`src/rtl/park_pkg.sv`:
```
// Shared constants, count-action encoding and action decoder for the parking-lot occupancy controller.
package park_pkg;

   localparam int unsigned PARK_DEFAULT_CAPACITY = 15;
   localparam int unsigned PARK_DEFAULT_PULSE    = 4;

   typedef enum logic [2:0] {
      ACT_HOLD,
      ACT_INC,
      ACT_DEC,
      ACT_REJECT,
      ACT_UNDERFLOW
   } park_act_e;

   // Simultaneous entry and exit cancel out, even at the full/empty limits.
   function automatic park_act_e park_decode(input logic i_enter_rise,
                                             input logic i_exit_rise,
                                             input logic i_is_full,
                                             input logic i_is_empty);
      park_act_e w_act;
      w_act = ACT_HOLD;
      if (i_enter_rise && !i_exit_rise) begin
         w_act = i_is_full ? ACT_REJECT : ACT_INC;
      end else if (i_exit_rise && !i_enter_rise) begin
         w_act = i_is_empty ? ACT_UNDERFLOW : ACT_DEC;
      end
      return w_act;
   endfunction

endpackage

```
`src/rtl/park_edge_det.sv`:
```
// Rising-edge detector for one gate sensor, with an optional 2-flop input
// synchronizer enabled by PARK_SENSOR_SYNC_EN.
module park_edge_det (
   input  logic clk,
   input  logic rst,
   input  logic i_sensor,
   output logic o_rise_c
);

   logic w_sampled;
   logic r_prev;

`ifdef PARK_SENSOR_SYNC_EN
   logic [1:0] r_sync;

   always_ff @(posedge clk) begin
      if (rst) begin
         r_sync <= 2'b00;
      end else begin
         r_sync <= {r_sync[0], i_sensor};
      end
   end

   assign w_sampled = r_sync[1];
`else
   assign w_sampled = i_sensor;
`endif

   // Tracks the sampled level in and out of reset so a held sensor gives no edge.
   always_ff @(posedge clk) begin
      r_prev <= w_sampled;
   end

   assign o_rise_c = w_sampled & ~r_prev & ~rst;

endmodule

```
`src/rtl/park_occupancy_ctrl.sv`:
```
// Parking-lot occupancy counter with full/empty flags, underflow pulse and a
// retriggerable reject-light stretcher. Sensor sync via PARK_SENSOR_SYNC_EN.
module park_occupancy_ctrl
   import park_pkg::*;
#(
   parameter  int unsigned CAPACITY     = PARK_DEFAULT_CAPACITY,
   parameter  int unsigned PULSE_CYCLES = PARK_DEFAULT_PULSE,
   localparam int unsigned COUNT_W      = $clog2(CAPACITY + 1)
) (
   input  logic               clk,
   input  logic               rst,
   input  logic               enter_sensor,
   input  logic               exit_sensor,
   output logic [COUNT_W-1:0] count,
   output logic               full,
   empty,
   output logic               reject_light,
   output logic               underflow
);

   localparam int unsigned PULSE_W = $clog2(PULSE_CYCLES + 1);

   logic               w_enter_rise;
   logic               w_exit_rise;
   park_act_e          w_act;
   logic [COUNT_W-1:0] r_count;
   logic [COUNT_W-1:0] w_count_nxt;
   logic [PULSE_W-1:0] r_stretch;
   logic [PULSE_W-1:0] w_stretch_nxt;
   logic               r_full;
   logic               r_empty;
   logic               r_reject_light;
   logic               r_underflow;

   park_edge_det u_enter_edge (
      .clk      (clk),
      .rst      (rst),
      .i_sensor (enter_sensor),
      .o_rise_c (w_enter_rise)
   );

   park_edge_det u_exit_edge (
      .clk      (clk),
      .rst      (rst),
      .i_sensor (exit_sensor),
      .o_rise_c (w_exit_rise)
   );

   // Next count and stretcher value from the decoded action.
   always_comb begin
      w_act         = park_decode(w_enter_rise, w_exit_rise, r_full, r_empty);
      w_count_nxt   = r_count;
      w_stretch_nxt = (r_stretch != '0) ? r_stretch - PULSE_W'(1) : r_stretch;
      case (w_act)
         ACT_INC:    w_count_nxt   = r_count + COUNT_W'(1);
         ACT_DEC:    w_count_nxt   = r_count - COUNT_W'(1);
         ACT_REJECT: w_stretch_nxt = PULSE_W'(PULSE_CYCLES);
         default:    w_count_nxt   = r_count;
      endcase
   end

   // Flags are derived from the next count so they line up with it cycle for cycle.
   always_ff @(posedge clk) begin
      if (rst) begin
         r_count        <= '0;
         r_full         <= 1'b0;
         r_empty        <= 1'b1;
         r_stretch      <= '0;
         r_reject_light <= 1'b0;
         r_underflow    <= 1'b0;
      end else begin
         r_count        <= w_count_nxt;
         r_full         <= (w_count_nxt == COUNT_W'(CAPACITY));
         r_empty        <= (w_count_nxt == '0);
         r_stretch      <= w_stretch_nxt;
         r_reject_light <= (w_stretch_nxt != '0);
         r_underflow    <= (w_act == ACT_UNDERFLOW);
      end
   end

   assign count        = r_count;
   assign full         = r_full;
   assign empty        = r_empty;
   assign reject_light = r_reject_light;
   assign underflow    = r_underflow;

endmodule

```
`config.mk`:
```
export PLATFORM = sky130hd
export DESIGN_NAME = park_occupancy_ctrl
export DESIGN_NICKNAME = d
export VERILOG_FILES = /design/src/rtl/park_pkg.sv /design/src/rtl/park_edge_det.sv /design/src/rtl/park_occupancy_ctrl.sv
export SDC_FILE = /design/constraint.sdc
export NUM_CORES = 1
export LEC_CHECK = 0
export ABC_AREA = 1
export CAP_MARGIN = 20
export CORE_MARGIN = 8
export CORE_UTILIZATION = 50
export DETAILED_ROUTE_END_ITERATION = 16
export HOLD_SLACK_MARGIN = 0.15
export PLACE_DENSITY = 0.86
export SYNTH_ARGS = -nofsm -noshare
export SYNTH_HDL_FRONTEND = slang
export SYNTH_SLANG_ARGS = --single-unit
export TNS_END_PERCENT = 100
```
`constraint.sdc`:
```
create_clock -name clk -period 1.8 [get_ports clk]
set_input_delay 0.54 -clock clk [delete_from_list [all_inputs] [get_ports clk]]
set_output_delay 0.54 -clock clk [all_outputs]
set_load 0.01 [all_outputs]
```
==> Word level (Yosys, flattened, before mapping) <==
Index checks and enable logic that the tools add are counted.
{ "classes": {"n_addsub": 3, "n_eq_ne": 5, "mux": 7, "bitwise": 7, "n_reduce_logical": 7} }
{ "ops": {"columns": ["op", "count"], "rows": [
  ["$mux 3", 5],
  ["$pmux 4 s2", 1],
  ["$eq 3x2->1 const B", 2],
  ["$reduce_bool 3->1", 2],
  ["$add 4x1->4 const B", 1],
  ["$and 1x1->1", 4],
  ["$eq 4x4->1 const B", 1],
  ["$logic_not 4->1", 1],
  ["$sub 4x1->4 const B", 1],
  ["$eq 3x1->1 const B", 1],
  ["$eq 3x3->1 const B", 1],
  ["$not 1->1", 3],
  ["$sub 3x1->3 const B", 1],
  ["$logic_and 1x1->1", 2],
  ["$logic_not 1->1", 2],
  ["$mux 2", 1]
]} }
{ "totals": {"register_bits": 13, "inputBits": 4, "output_inout_bits": 8, "wordCells": 37} }

==> Longest topological paths before layout <==
{ "logic_depth": {"ltp_word": 10, "depth_mapped": 15, "mapped_depth_nobuf": 15} }

==> By module <==
Synthesis repeated with hierarchy kept, for this count alone.
{ "hier_totals": {"cells_unflattened": 88, "hier_area_um2": 648.1} }
{ "modules_own_cells": {"columns": ["mod", "instances", "cells_each", "area_each_um2", "seq_area_each_um2"], "rows": [
  ["park_occupancy_ctrl", 1, 80, 580.6, 220.2],
  ["park_edge_det", 2, 4, 33.8, 20.0]
]} }

==> Worst setup path after synthesis <==
Ideal clock, no wire load.
{ "synth_path": {"path_type": "input to register", "startpoint": "input port rst", "endpoint": "register r_empty (netlist: empty)", "setup_time_ps": 113, "arrival_time_ps": 1558, "required_ps": 1687, "setup_slack_ps": 129, "stages": 14, "path_buffers": 1, "path_cell_list": "buf_6 > nor2_4 > nand4_1 > nand2_1 > inv_1 > ha_1 > inv_1 > nand2_1 > inv_1 > nand2_1 > nand3_2 > nand2_1 > nand3_1 > nand2_1"} }
{ "synth_via": {"elab_chain_len": 9, "elab_cells_between_ends": 13, "classes_between": "2 x eq/ne; 3 x mux; 3 x bitwise; 5 x reduce/logical"} }
{ "synth_rtl": {"columns": ["item", "line_no", "rtl"], "rows": [
  ["start, declared", "park_occupancy_ctrl.sv:11", "input logic rst,"],
  ["$not 1->1", "park_edge_det.sv:34", "assign o_rise_c = w_sampled & ~r_prev & ~rst;"],
  ["$and 1x1->1", "park_edge_det.sv:34", null],
  ["$logic_not 1->1", "park_pkg.sv:24", "end else if (i_exit_rise && !i_enter_rise) begin"],
  ["$logic_and 1x1->1", "park_pkg.sv:24", null],
  ["$mux 3", "park_pkg.sv:24", null],
  ["$mux 3", "park_pkg.sv:22", "if (i_enter_rise && !i_exit_rise) begin"],
  ["$eq 3x2->1 / $eq 3x1->1 (equally long branches)", "park_occupancy_ctrl.sv:54", "case (w_act)"],
  ["$pmux 4 s2", "park_occupancy_ctrl.sv:54", null],
  ["$logic_not 4->1", "park_occupancy_ctrl.sv:74", "r_empty <= (w_count_nxt == '0);"],
  ["end signal, assigned", "park_occupancy_ctrl.sv:74", null],
  ["end, declared", "park_occupancy_ctrl.sv:31", "logic r_empty;"]
]} }
Several ways; a longest one is shown, not always the timed one.
A chain may end at the register's enable or synchronous reset.

==> Final worst setup path <==
{ "layout_path": {"startpoint": "input port rst", "endpoint": "register r_full (netlist: full)"} }
{ "layout_via": {"elab_chain_len": 9, "elab_cells_between_ends": 13, "classes_between": "3 x eq/ne; 3 x mux; 3 x bitwise; 4 x reduce/logical"} }
{ "layout_rtl": {"columns": ["item", "line_no", "rtl"], "rows": [
  ["$not 1->1", "park_edge_det.sv:34", null],
  ["$and 1x1->1", "park_edge_det.sv:34", null],
  ["$logic_not 1->1", "park_pkg.sv:24", null],
  ["$logic_and 1x1->1", "park_pkg.sv:24", null],
  ["$mux 3", "park_pkg.sv:24", null],
  ["$mux 3", "park_pkg.sv:22", null],
  ["$eq 3x2->1 / $eq 3x1->1 (equally long branches)", "park_occupancy_ctrl.sv:54", null],
  ["$pmux 4 s2", "park_occupancy_ctrl.sv:54", null],
  ["$eq 4x4->1", "park_occupancy_ctrl.sv:73", "r_full <= (w_count_nxt == COUNT_W'(CAPACITY));"],
  ["end signal, assigned", "park_occupancy_ctrl.sv:73", null],
  ["end, declared", "park_occupancy_ctrl.sv:30", "logic r_full;"]
]} }
Several ways; a longest one is shown, not always the timed one.

==> results.py <==
metrics = {
    "synth": {
        "synth.area.top_cells": "dfxtp_1 (36%), inv_1 (10%), nand2_1 (7.3%)",
        "synthMuxAreaShare_pct": 0,
        "yosys.cell_types.count": 24,
        "netlist.top_cell.by_area": "dfxtp_1",
        "ys_seq_area_share_pct": 36.2,
        "synth_top_area_share_pct": 36.2,
        "syn_inst": 93,
        "synthAdderAreaFrac_pct": 6.96,
        "synth_top_family_by_area": "simple AND/OR/NAND/NOR gates",
        "synth_seq_cells": 13,
        "syn_area_um2": 719,
        "synth-compound-area-share_pct": 2.26,
        "synth.net_count": 101,
        "synth_warnings": 0,
        "avgSynthCellArea_um2": 7.74,
        "yosys.area_share.simple_pct": 36.5,
        "synth_xor_xnor_area_share_pct": 3.48,
    },
    "cells_and_area": {
        "n_antenna_cell": 0,
        "nNetsFinal": 127,
        "syn2layout_area_growth_pct": 35.1,
        "utilization_pct": 73.8,
        "finalInstanceArea_um2": 972,
        "final_layout_size_suffix_gt1_share_pct": 28.8,
    },
    "sta": {
        "holdWs_ns": 0.542,
        "drv_slew": 0,
        "timing.final.crit_share_pct": 99.1,
        "setup_viol": 0,
        "rsz0062_at_grt": "true",
        "final.setup.tns_ns": 0,
        "skew_ns": 0.00998,
        "slew_headroom_pct": 82.0,
        "timing_worst_slew_pin_value_ns": 0.267,
        "max_freq_mhz": 561,
        "hold_viol": 0,
        "fin_crit_ns": 1.78,
    },
    "die": {
        "rows": 13,
        "die-area_um2": 2910,
        "start_util_pct": 54.6,
        "die_h_um": 53.9,
        "chipWidth_um": 53.9,
        "core_um2": 1320,
        "io_pins": 12,
    },
    "cts": {
        "cts_max_level": 1,
        "clkTransAtPathRegs_ns": 0.09,
        "insertion_delay_ns": 0.28,
        "clock_sinks": 13,
        "tritoncts": "done",
        "cts_made_buffers": 3,
        "cts_hold_buf": 0,
        "root_buffer": "clkbuf_4",
        "clk_path_buf_depth": 2,
    },
    "setup_path": {
        "worstSetupPathType": "input port to register",
        "worstSetupStartpointType": "input port",
        "cp_data_required_time_ns": 2.01,
        "end_kind": "register",
        "arrival_ns": 2.00,
        "cp_max_fo": 3,
        "max_stage_delay_ns": 0.27,
        "critPathSlowestCell": "ha_1",
        "crit_chain": "dlygate4sd2_1 -> buf_6 -> nor2_4 -> nand4_1 -> nand2_1 -> inv_1 -> ha_1 -> inv_1 -> nand2_2 -> nand3_2 -> inv_2 -> nand4_1 -> nor2_1",
    },
    "drt": {
        "drc_errors": 0,
        "vias": 669,
        "postRouteAntennaNets": 0,
        "wl_mm": 1.68,
        "vias_per_cell": 5.03,
        "drtPass1Iterations": 6,
        "wl_per_cell_um": 12.6,
        "drt_iter0_markers": 11,
    },
    "grt": {
        "grt_overflow_total": 0,
        "grt_start_max_net_pins": 8,
        "grt_pass1_wl_mm": 2.62,
        "grt_use_total_pct": 12.2,
        "antenna_found_initial": 0,
        "grt_pass1_vias": 668,
    },
    "placement": {
        "gp_routability_congestion": 0.851,
        "place_area_um2": 905,
        "dp_hpwl_mm": 1.16,
        "io_buffers": 11,
    },
    "pwr": {
        "p_per_area_nw_per_um2": 852,
        "power.leakage_uw": 0.000512,
        "ir_worst_vdd_mv": 0.704,
    },
    "hold_path": {
        "hp-class": "input port to register",
    },
    "run": {
        "max-cap-violations": 0,
    },
    "status": {
        "status": "completed",
    },
}
-- layout make-up --
class | count | area [µm²]
Clock buffer | 4 | 26.3
Fill cell | 86 | 345
Inverter | 23 | 93.8
Multi-Input combinational cell | 56 | 375
Sequential cell | 13 | 262
Tap cell | 15 | 18.8
Timing Repair Buffer | 22 | 196
-- registers in the layout (all words and copies together), names as in the netlist --
register,cells
count,4
u_enter_edge.r_prev,1
underflow,1
reject_light,1
u_exit_edge.r_prev,1
empty,1
r_stretch,3
full,1
-- synth_stat cells (all sizes together) --
library cell,n
xor2,1
nor3,3
and2,1
nand2,17
a21oi,2
xnor2,1
ha,4
nand4,7
buf,1
inv,23
nor2,11
a31oi,1
nand3,7
nor4,1
dfxtp,13
-- per-stage QoR --
stage / std cells / total power (µW) / setup slack (ns)
after CTS: 132 / 818 / 0.000177
final: 133 / 828 / 0.0161
after global routing: 133 / 885 / -0.0702
after detailed placement: 127 / 635 / -0.451
after floorplan: 93 / 546 / 0.129
after global placement: 127 / 623 / -0.381
-- kinds of logic after synthesis --
| logic type | count (synthesis) |
|---|---|
| adder cells (fa/ha/maj) | 4 |
| buffers and inverters | 24 |
| AND/OR/NAND/NOR | 47 |
| AO/OA/AOI/OAI | 3 |
| flip-flops | 13 |
| XOR/XNOR | 2 |
-- placed cells by master (no fill, tap or decap), types with 2 or more instances in the layout --
| master | synthesis | layout |
|---|---|---|
| nand3_2 | 1 | 3 |
| nor2_2 | 2 | 2 |
| buf_4 | 0 | 10 |
| inv_2 | 2 | 2 |
| ha_1 | 4 | 4 |
| clkbuf_4 | 0 | 3 |
| nand2_1 | 14 | 11 |
| inv_1 | 20 | 20 |
| dfxtp_1 | 13 | 12 |
| nor2_1 | 8 | 8 |
| nand4_1 | 5 | 5 |
| dlymetal6s2s_1 | 0 | 2 |
| clkdlybuf4s50_1 | 0 | 5 |
| nand2_2 | 2 | 5 |
| nor3_1 | 3 | 3 |
| nand3_1 | 6 | 4 |
| dlygate4sd2_1 | 0 | 4 |
-- final timing paths --
check	start	to	slack, ns	cells after the start
max	rst	full$_SDFF_PP0_	0.02	13
min	enter_sensor	u_enter_edge.r_prev$_DFF_P_	0.54	1
max reg2reg	u_exit_edge.r_prev$_DFF_P_	full$_SDFF_PP0_	0.17	13
min reg2reg	r_stretch[0]$_SDFF_PP0_	r_stretch[0]$_SDFF_PP0_	0.58	3
-- critical path: cells and delay by family --
family	cells	cell delay [ns]
AND/OR/NAND/NOR	7	0.65
buffers and inverters	5	0.53
adder cells (fa/ha/maj)	1	0.27
-- metal layers --
| layer | wire, µm | track usage (%) |
|---|---|---|
| met1 | 722 | 13.1 |
| met2 | 814 | 21.0 |
| met3 | 111 | 3.86 |
| met4 | 31 | 5.88 |
| met5 | 0 | 0 |
-- repair_timing --
item | CTS | global route
gates resized for setup | 6 | 8
buffers inserted | 1 | 1
setup endpoints to repair | 5 | 4
pin swaps | 2 | 6
-- report_power, final --
part           internal, µW  switching [µW]  total, µW  leakage (µW)
sequential              329            23.5        353      0.000107
combinational           133             155        288      0.000389
clock                  86.0             102        188     0.0000150
No activity file was read; power rests on OpenSTA's default activity.
==> RTL change 1 (same flow settings) <==
Set the package constant `PARK_DEFAULT_CAPACITY` to 30 (it was 15).
--- a/src/rtl/park_pkg.sv
+++ b/src/rtl/park_pkg.sv
@@ -2,5 +2,5 @@
 package park_pkg;
 
-   localparam int unsigned PARK_DEFAULT_CAPACITY = 15;
+   localparam int unsigned PARK_DEFAULT_CAPACITY = 30;
    localparam int unsigned PARK_DEFAULT_PULSE    = 4;
 
Interface: changed (resized count); port bits go from 12 to 13. No check against the original RTL was run, so the function may have changed too.
==> RTL change 1 against the unedited design <==
- final area increased by 19%
- clock power is 24% higher
- highest routed layer unchanged
- routed wire length rose by 33%
- synthesized cell count increased by 23%
- total power rose by 2.7%
- critical path depth unchanged
- sequential cell count is 1 higher
- worst setup slack improved by 14 ps
- sequential share of layout area down 2.2 points
- first-iteration DRC count is 100% higher
- area after synthesis increased by 11%
==> RTL change 1: results (changes against the unedited design) <==
Power:
- The internal power came to 0.582 mW (+6.1%).
- The static leakage is 0.635 nW (+24%).
- The maximum vdd ir drop is 0.000746 V (+5.9%).

Place:
- The number of placed instances, taps included is 150 (+18%).
- The number of buffer cells added on primary ports is 12 (+1).
- The final RePlAce weighted congestion is 0.842 (-1.1%).
- The detailed placement HPWL came to 1480 um (+27%).
- The instance area at placement is 1000 sq um (+11%).

Final layout:
- The fill cell instance count of the final layout is 105 (+22%).
- The share of cells above drive strength 1 was 0.431 (+0.142).
- The number of antenna cells inserted is 0 (unchanged).
- The flip-flop count of the largest register after layout is 5 (+1).
- The non-filler instance count after layout was 160 (+20%).

Yosys:
- Yosys attributes the largest share of cell area to dfxtp_1, nand2_1, inv_1, ha_1, nand3_1.
- The distinct cell type count of the synthesized netlist was 22 (-8.3%).
- The share of the synthesized area in compound gates (AO/OA/AOI/OAI) is 0.0562 (+0.0336).
- The sequential share of the synthesized area is 0.349 (-0.0123).
- The post-synthesis async set-or-reset flop share is 0 (unchanged).
- The number of nets in the synthesized netlist came to 122 (+21%).
- The share of synthesized cell area in full adder, half adder and majority cells was 0.0624 (-0.00716).
- The xor and xnor area share after synthesis is 0.0109 (-0.0239).
- In the synthesized netlist the dominant register cell turns out to be dfxtp_1.
- The post-synthesis area per instance came to 7.04 sq um (-9.1%).
- Ranked by instance count, the synthesized netlist is headed by nand2_1, inv_1, dfxtp_1, nand3_1, nor2_1.
- The multiplexer fraction of the synthesized cell area came to 0 (unchanged).
- The synthesis warning total came to 0 (unchanged).

Global routing:
- The largest net degree at the start of global routing is 9 (+1).
- The initial antenna violation count was 0 (unchanged).
- The global-route wire length before repair was 3290 um (+26%).
- The sum of overflow across all layers after global routing is 0 (unchanged).
- The via count of the first global-routing pass is 787 (+18%).
- The total routing resource utilization after global routing is 0.122 (+0.000482).

STA:
- The worst relative slew slack is 0.840 (+0.0198).
- The setup clock skew after layout came to 3.37 ps (-6.61 ps).

Clock tree:
- The number of clock buffers inserted by TritonCTS is 3 (unchanged).
- The maximum number of buffers from clock root to sink is 2 (unchanged).
- The CTS clock-pin slew for the worst setup and hold paths is 90 ps (about the same).
- The tree is rooted in a clkbuf_4.
- The number of H-tree levels was 1 (unchanged).
- The later-pin clock latency in the skew report was 280 ps (about the same).

Critical path:
- The arrival time at the worst endpoint came to 2000 ps (about the same).
- The worst-path maximum fanout came to 3 (unchanged).
- The count of cells along the worst register-to-register path is 13 (unchanged).

Drt:
- The count of vias placed by the detailed router is 840 (+26%).
- The wire length per cell after detailed routing was 14.0 um (+11%).
- The count of TritonRoute iterations in the first routing pass is 4 (-2).
- The DRC marker count from the first detailed-route iteration is 22 (+11).

Min path:
- The instance count along the most critical hold path came to 1 (unchanged).
- The worst hold path class is in2reg.

Status:
- The run finished with clean final reports.
==> RTL change 1: changes by cell type in the layout (fill, tap and decap cells not counted), moves of 2 or more <==
cell           change
nor2_2             +3
a21oi_1            +3
inv_2              +6
buf_4              +6
o21ai_0            +2
inv_1              -2
nand2_2            +4
nand2_1            +7
nand4_1            -2
dlygate4sd2_1      -4
nand3_2            +3
==> RTL change 1: worst max-delay path, cell delays in order, from the launching register on <==
cell and delay, ps:
dfxtp_4 370, inv_4 50, nand2_4 50, nor2_4 110, nand4_1 160, nand2_1 120
inv_2 50, ha_4 260, nand2_2 60, o21ai_4 80, inv_2 60, buf_4 130
buf_4 120, nor2_1 90
==> RTL change 1: what timing repair did <==
item	4_1_cts	5_1_grt
setup endpoints to repair	9	7
endpoints found under the hold margin	0	0
buffers inserted	1	5
pin swaps	3	13
resized for setup	12	30
==> RTL change 1: layer usage <==
layer | track usage | vias up | wire length [um]
met5 | 0 | - | 0
met4 | 0.0619 | 0 | 40
met3 | 0.0388 | 6 | 147
met2 | 0.198 | 29 | 1140
met1 | 0.139 | 399 | 916
li1 | - | 406 | -
==> RTL change 1: area by class of cell <==
type                       instances  area (sq um)  area share
multi-input combinational         71           475       0.410
clock buffer                       4          36.3      0.0313
timing repair buffer              27           228       0.197
sequential                        14           287       0.247
inverter                          28           113      0.0972
tap                               16          20.0      0.0173
==> RTL change 1: logic make-up after synthesis <==
logic type               after synthesis
XOR/XNOR                               1
AND/OR/NAND/NOR                       58
buffers and inverters                 29
flip-flops                            14
adder cells (fa/ha/maj)                4
AO/OA/AOI/OAI                          8
==> RTL change 1: worst paths after layout <==
check / startpoint / end / slack (ps)
hold reg to reg: count[4]$_SDFF_PP0_ / count[4]$_SDFF_PP0_ / 580
setup reg to reg: u_exit_edge.r_prev$_DFF_P_ / count[1]$_SDFF_PP0_ / 30
setup / recovery: u_exit_edge.r_prev$_DFF_P_ / count[1]$_SDFF_PP0_ / 30
hold / removal: exit_sensor / u_exit_edge.r_prev$_DFF_P_ / 400
==> RTL change 1: stage by stage <==
step	setup TNS, ps	hold WS (ps)	power (mW)	utilization	worst slack (ps)
5_1_grt	-209	390	0.900	0.769	-79.0
4_1_cts	0	506	0.828	0.701	0.225
3_3_place_gp	-3740	550	0.583	0.666	-548
6_report	0	399	0.850	0.769	29.9
2_1_floorplan	0	539	0.515	-	6.34
3_5_place_dp	-4350	557	0.600	0.666	-626
==> RTL change 1: power by group through the flow <==
stage / sequential (mW) / combinational (mW) / clock [mW]
6_report: 0.368 / 0.249 / 0.233
3_3_place_gp: 0.369 / 0.214 / 0
3_5_place_dp: 0.372 / 0.228 / 0
4_1_cts: 0.365 / 0.230 / 0.233
5_1_grt: 0.371 / 0.277 / 0.252
2_1_floorplan: 0.377 / 0.138 / 0
==> RTL change 2 (config.mk and constraints unchanged) <==
Without the edit above. Remove the case item `ACT_INC` of the case on `w_act`.
--- a/src/rtl/park_occupancy_ctrl.sv
+++ b/src/rtl/park_occupancy_ctrl.sv
@@ -53,5 +53,4 @@
       w_stretch_nxt = (r_stretch != '0) ? r_stretch - PULSE_W'(1) : r_stretch;
       case (w_act)
-         ACT_INC:    w_count_nxt   = r_count + COUNT_W'(1);
          ACT_DEC:    w_count_nxt   = r_count - COUNT_W'(1);
          ACT_REJECT: w_stretch_nxt = PULSE_W'(PULSE_CYCLES);
Check against the original RTL: not equivalent (a bounded check fails within 4 cycles, from zero or initial values and one cycle with rst high).
==> RTL change 2 against the unedited design <==
- area after synthesis fell by 13%
- total power shrank 20%
- die area down 9.1%
- count of clock-buffer cells in the layout is the same
- sequential cell count did not move
- worst setup slack better by 32 ps
- largest cell class unchanged
- clock power is 6% lower
- routed wire length shrank 22%
- critical endpoint is now count[1]
- final area is 18% lower
- clock skew shrank 1.9 ps
- non-clock buffer count shrank 7
- first-iteration DRC count increased to 3.6 times the old value
- largest power group unchanged
==> RTL change 2: results (changes against the unedited design) <==
Clock tree:
- The cell at the root of the clock tree is clkbuf_4.
- The maximum number of buffers from clock root to sink is 2 (unchanged).
- The number of clock buffers inserted by TritonCTS is 3 (unchanged).
- The later-pin clock latency in the skew report was 280 ps (about the same).
- The post-CTS setup buffer count is 0 (-1).
- The number of H-tree levels is 1 (unchanged).
- The number of cells upsized or downsized after cts is 0 (-6).
- The CTS clock-pin slew for the worst setup and hold paths is roughly 80 ps.

Yosys:
- The post-synthesis async set-or-reset flop share is 0 (unchanged).
- The number of nets in the synthesized netlist is 88 (-13%).
- The most used flip-flop cell after synthesis is dfxtp_1.
- The sequential share of the synthesized area is 0.415 (+0.0534).
- Sorting the synthesized cells by area gives the leading types as dfxtp_1, inv_1, nand2_1, ha_1, nor2_1.
- The distinct cell type count of the synthesized netlist is 19 (-21%).
- The commonest cells after synthesis are inv_1, nand2_1, dfxtp_1, nor2_1, a21oi_1.
- The count of flip-flops with a built-in enable after synthesis came to 0 (unchanged).

Status:
- The run finished with clean final reports.

Power:
- The maximum vdd ir drop is 0.000536 V (-24%).
- The static leakage is 0.386 nW (-24%).

Critical path:
- The worst-path maximum fanout came to 4 (+1).
- The count of cells along the worst register-to-register path was 5 (-8).
- The longest individual stage delay on the worst path is 560 ps (+290 ps).
- The arrival time at the worst endpoint is 1210 ps (-790 ps).
- The kind of cell adding the most delay to the critical path is buffers and inverters.
- The highest-delay cell along the critical path is clkdlybuf4s50_1.

Drt:
- The count of vias placed by the detailed router is 559 (-16%).
- The count of TritonRoute iterations in the first routing pass is 5 (-1).
- The DRC marker count from the first detailed-route iteration is 40 (+29).
- The total wire length after detailed routing is 1310 um (-22%).

Place:
- The number of buffer cells added on primary ports is 11 (unchanged).
- The detailed placement HPWL was 951 um (-18%).
- The final RePlAce weighted congestion is 0.810 (-4.8%).

Final layout:
- The number of nets in the final layout came to 107 (-16%).
- The share of cells above drive strength 1 is 0.153 (-0.135).
- The number of antenna cells inserted is 0 (unchanged).
- The flip-flop count of the largest register after layout was 4 (unchanged).

Global routing:
- The via count of the first global-routing pass is 511 (-24%).
- The total routing resource utilization after global routing was 0.108 (-0.0138).
- The initial antenna violation count came to 0 (unchanged).
- The largest net degree at the start of global routing is 8 (unchanged).
- The global-route wire length before repair came to 2190 um (-16%).

STA:
- The setup clock skew after layout was 8.08 ps (-1.90 ps).
- The worst relative slew slack came to 0.854 (+0.0340).

Min path:
- The worst hold path class is reg2reg.
- The instance count along the most critical hold path is 2 (+1).
## RTL change 2: cell types whose count changed after synthesis, sizes merged, moves of 2 or more
cell	unedited run	this run
inv	23	16
nand4	7	3
a21oi	2	5
nand3	7	5
## RTL change 2: stage by stage
| stage | instances | utilization | area [sq um] | worst slack [ps] | power, mW |
|---|---|---|---|---|---|
| final | 112 | 0.702 | 801 | 48.2 | 0.661 |
| after global routing | 112 | 0.702 | 801 | 7.63 | 0.699 |
| after CTS | 112 | 0.701 | 800 | 26.8 | 0.663 |
| after detailed placement | 108 | 0.678 | 773 | 23.6 | 0.485 |
| after global placement | 108 | 0.678 | 773 | 40.8 | 0.481 |
| after floorplan | 80 | - | 627 | 528 | 0.435 |
## RTL change 2: metal layers
metal / GRT usage / up-vias / routed length [um]
li1: - / 287 / -
met3: 0.0376 / 6 / 119
met1: 0.129 / 233 / 584
met2: 0.160 / 33 / 574
met4: 0.0664 / 0 / 35
met5: 0 / - / 0
## RTL change 2: final timing paths
kind                                 from  slack [ps]                 endpoint
hold / removal        count[0]$_SDFF_PP0_         520      count[0]$_SDFF_PP0_
setup / recovery      count[1]$_SDFF_PP0_          50                 count[1]
setup reg to reg  r_stretch[0]$_SDFF_PP0_         490  reject_light$_SDFF_PP0_
hold reg to reg       count[0]$_SDFF_PP0_         520      count[0]$_SDFF_PP0_
## RTL change 2: worst min-delay path, delay by kind of cell (launching register included)
| kind | cells | cell delay, ps |
|---|---|---|
| DFF | 1 | 330 |
| and+or+nand+nor | 1 | 80 |
| AOI/OAI and AO/OA | 1 | 60 |
## RTL change 2: cell families (layout without fill, tap and decap cells)
kind of cell,after synthesis,count (layout),share of synthesized area
AO/OA/AOI/OAI,6,6,0.0539
XOR/XNOR,2,2,0.0279
adder cells (fa/ha/maj),4,4,0.0798
buffers and inverters,17,35,0.122
flip-flops,13,13,0.415
AND/OR/NAND/NOR,38,38,0.301
## RTL change 2: cell type report
cell class / count / area [sq um]
Sequential cell: 13 / 262
Tap cell: 14 / 17.5
Inverter: 16 / 65.1
Timing Repair Buffer: 15 / 140
Clock buffer: 4 / 26.3
Fill cell: 106 / 340
Multi-Input combinational cell: 50 / 290
## RTL change 2: report_power, final
part	internal (mW)	leakage, nW	switching (mW)
sequential	0.315	0.107	0.0109
combinational	0.0741	0.264	0.0833
clock	0.0859	0.0150	0.0913
total	0.475	0.386	0.185
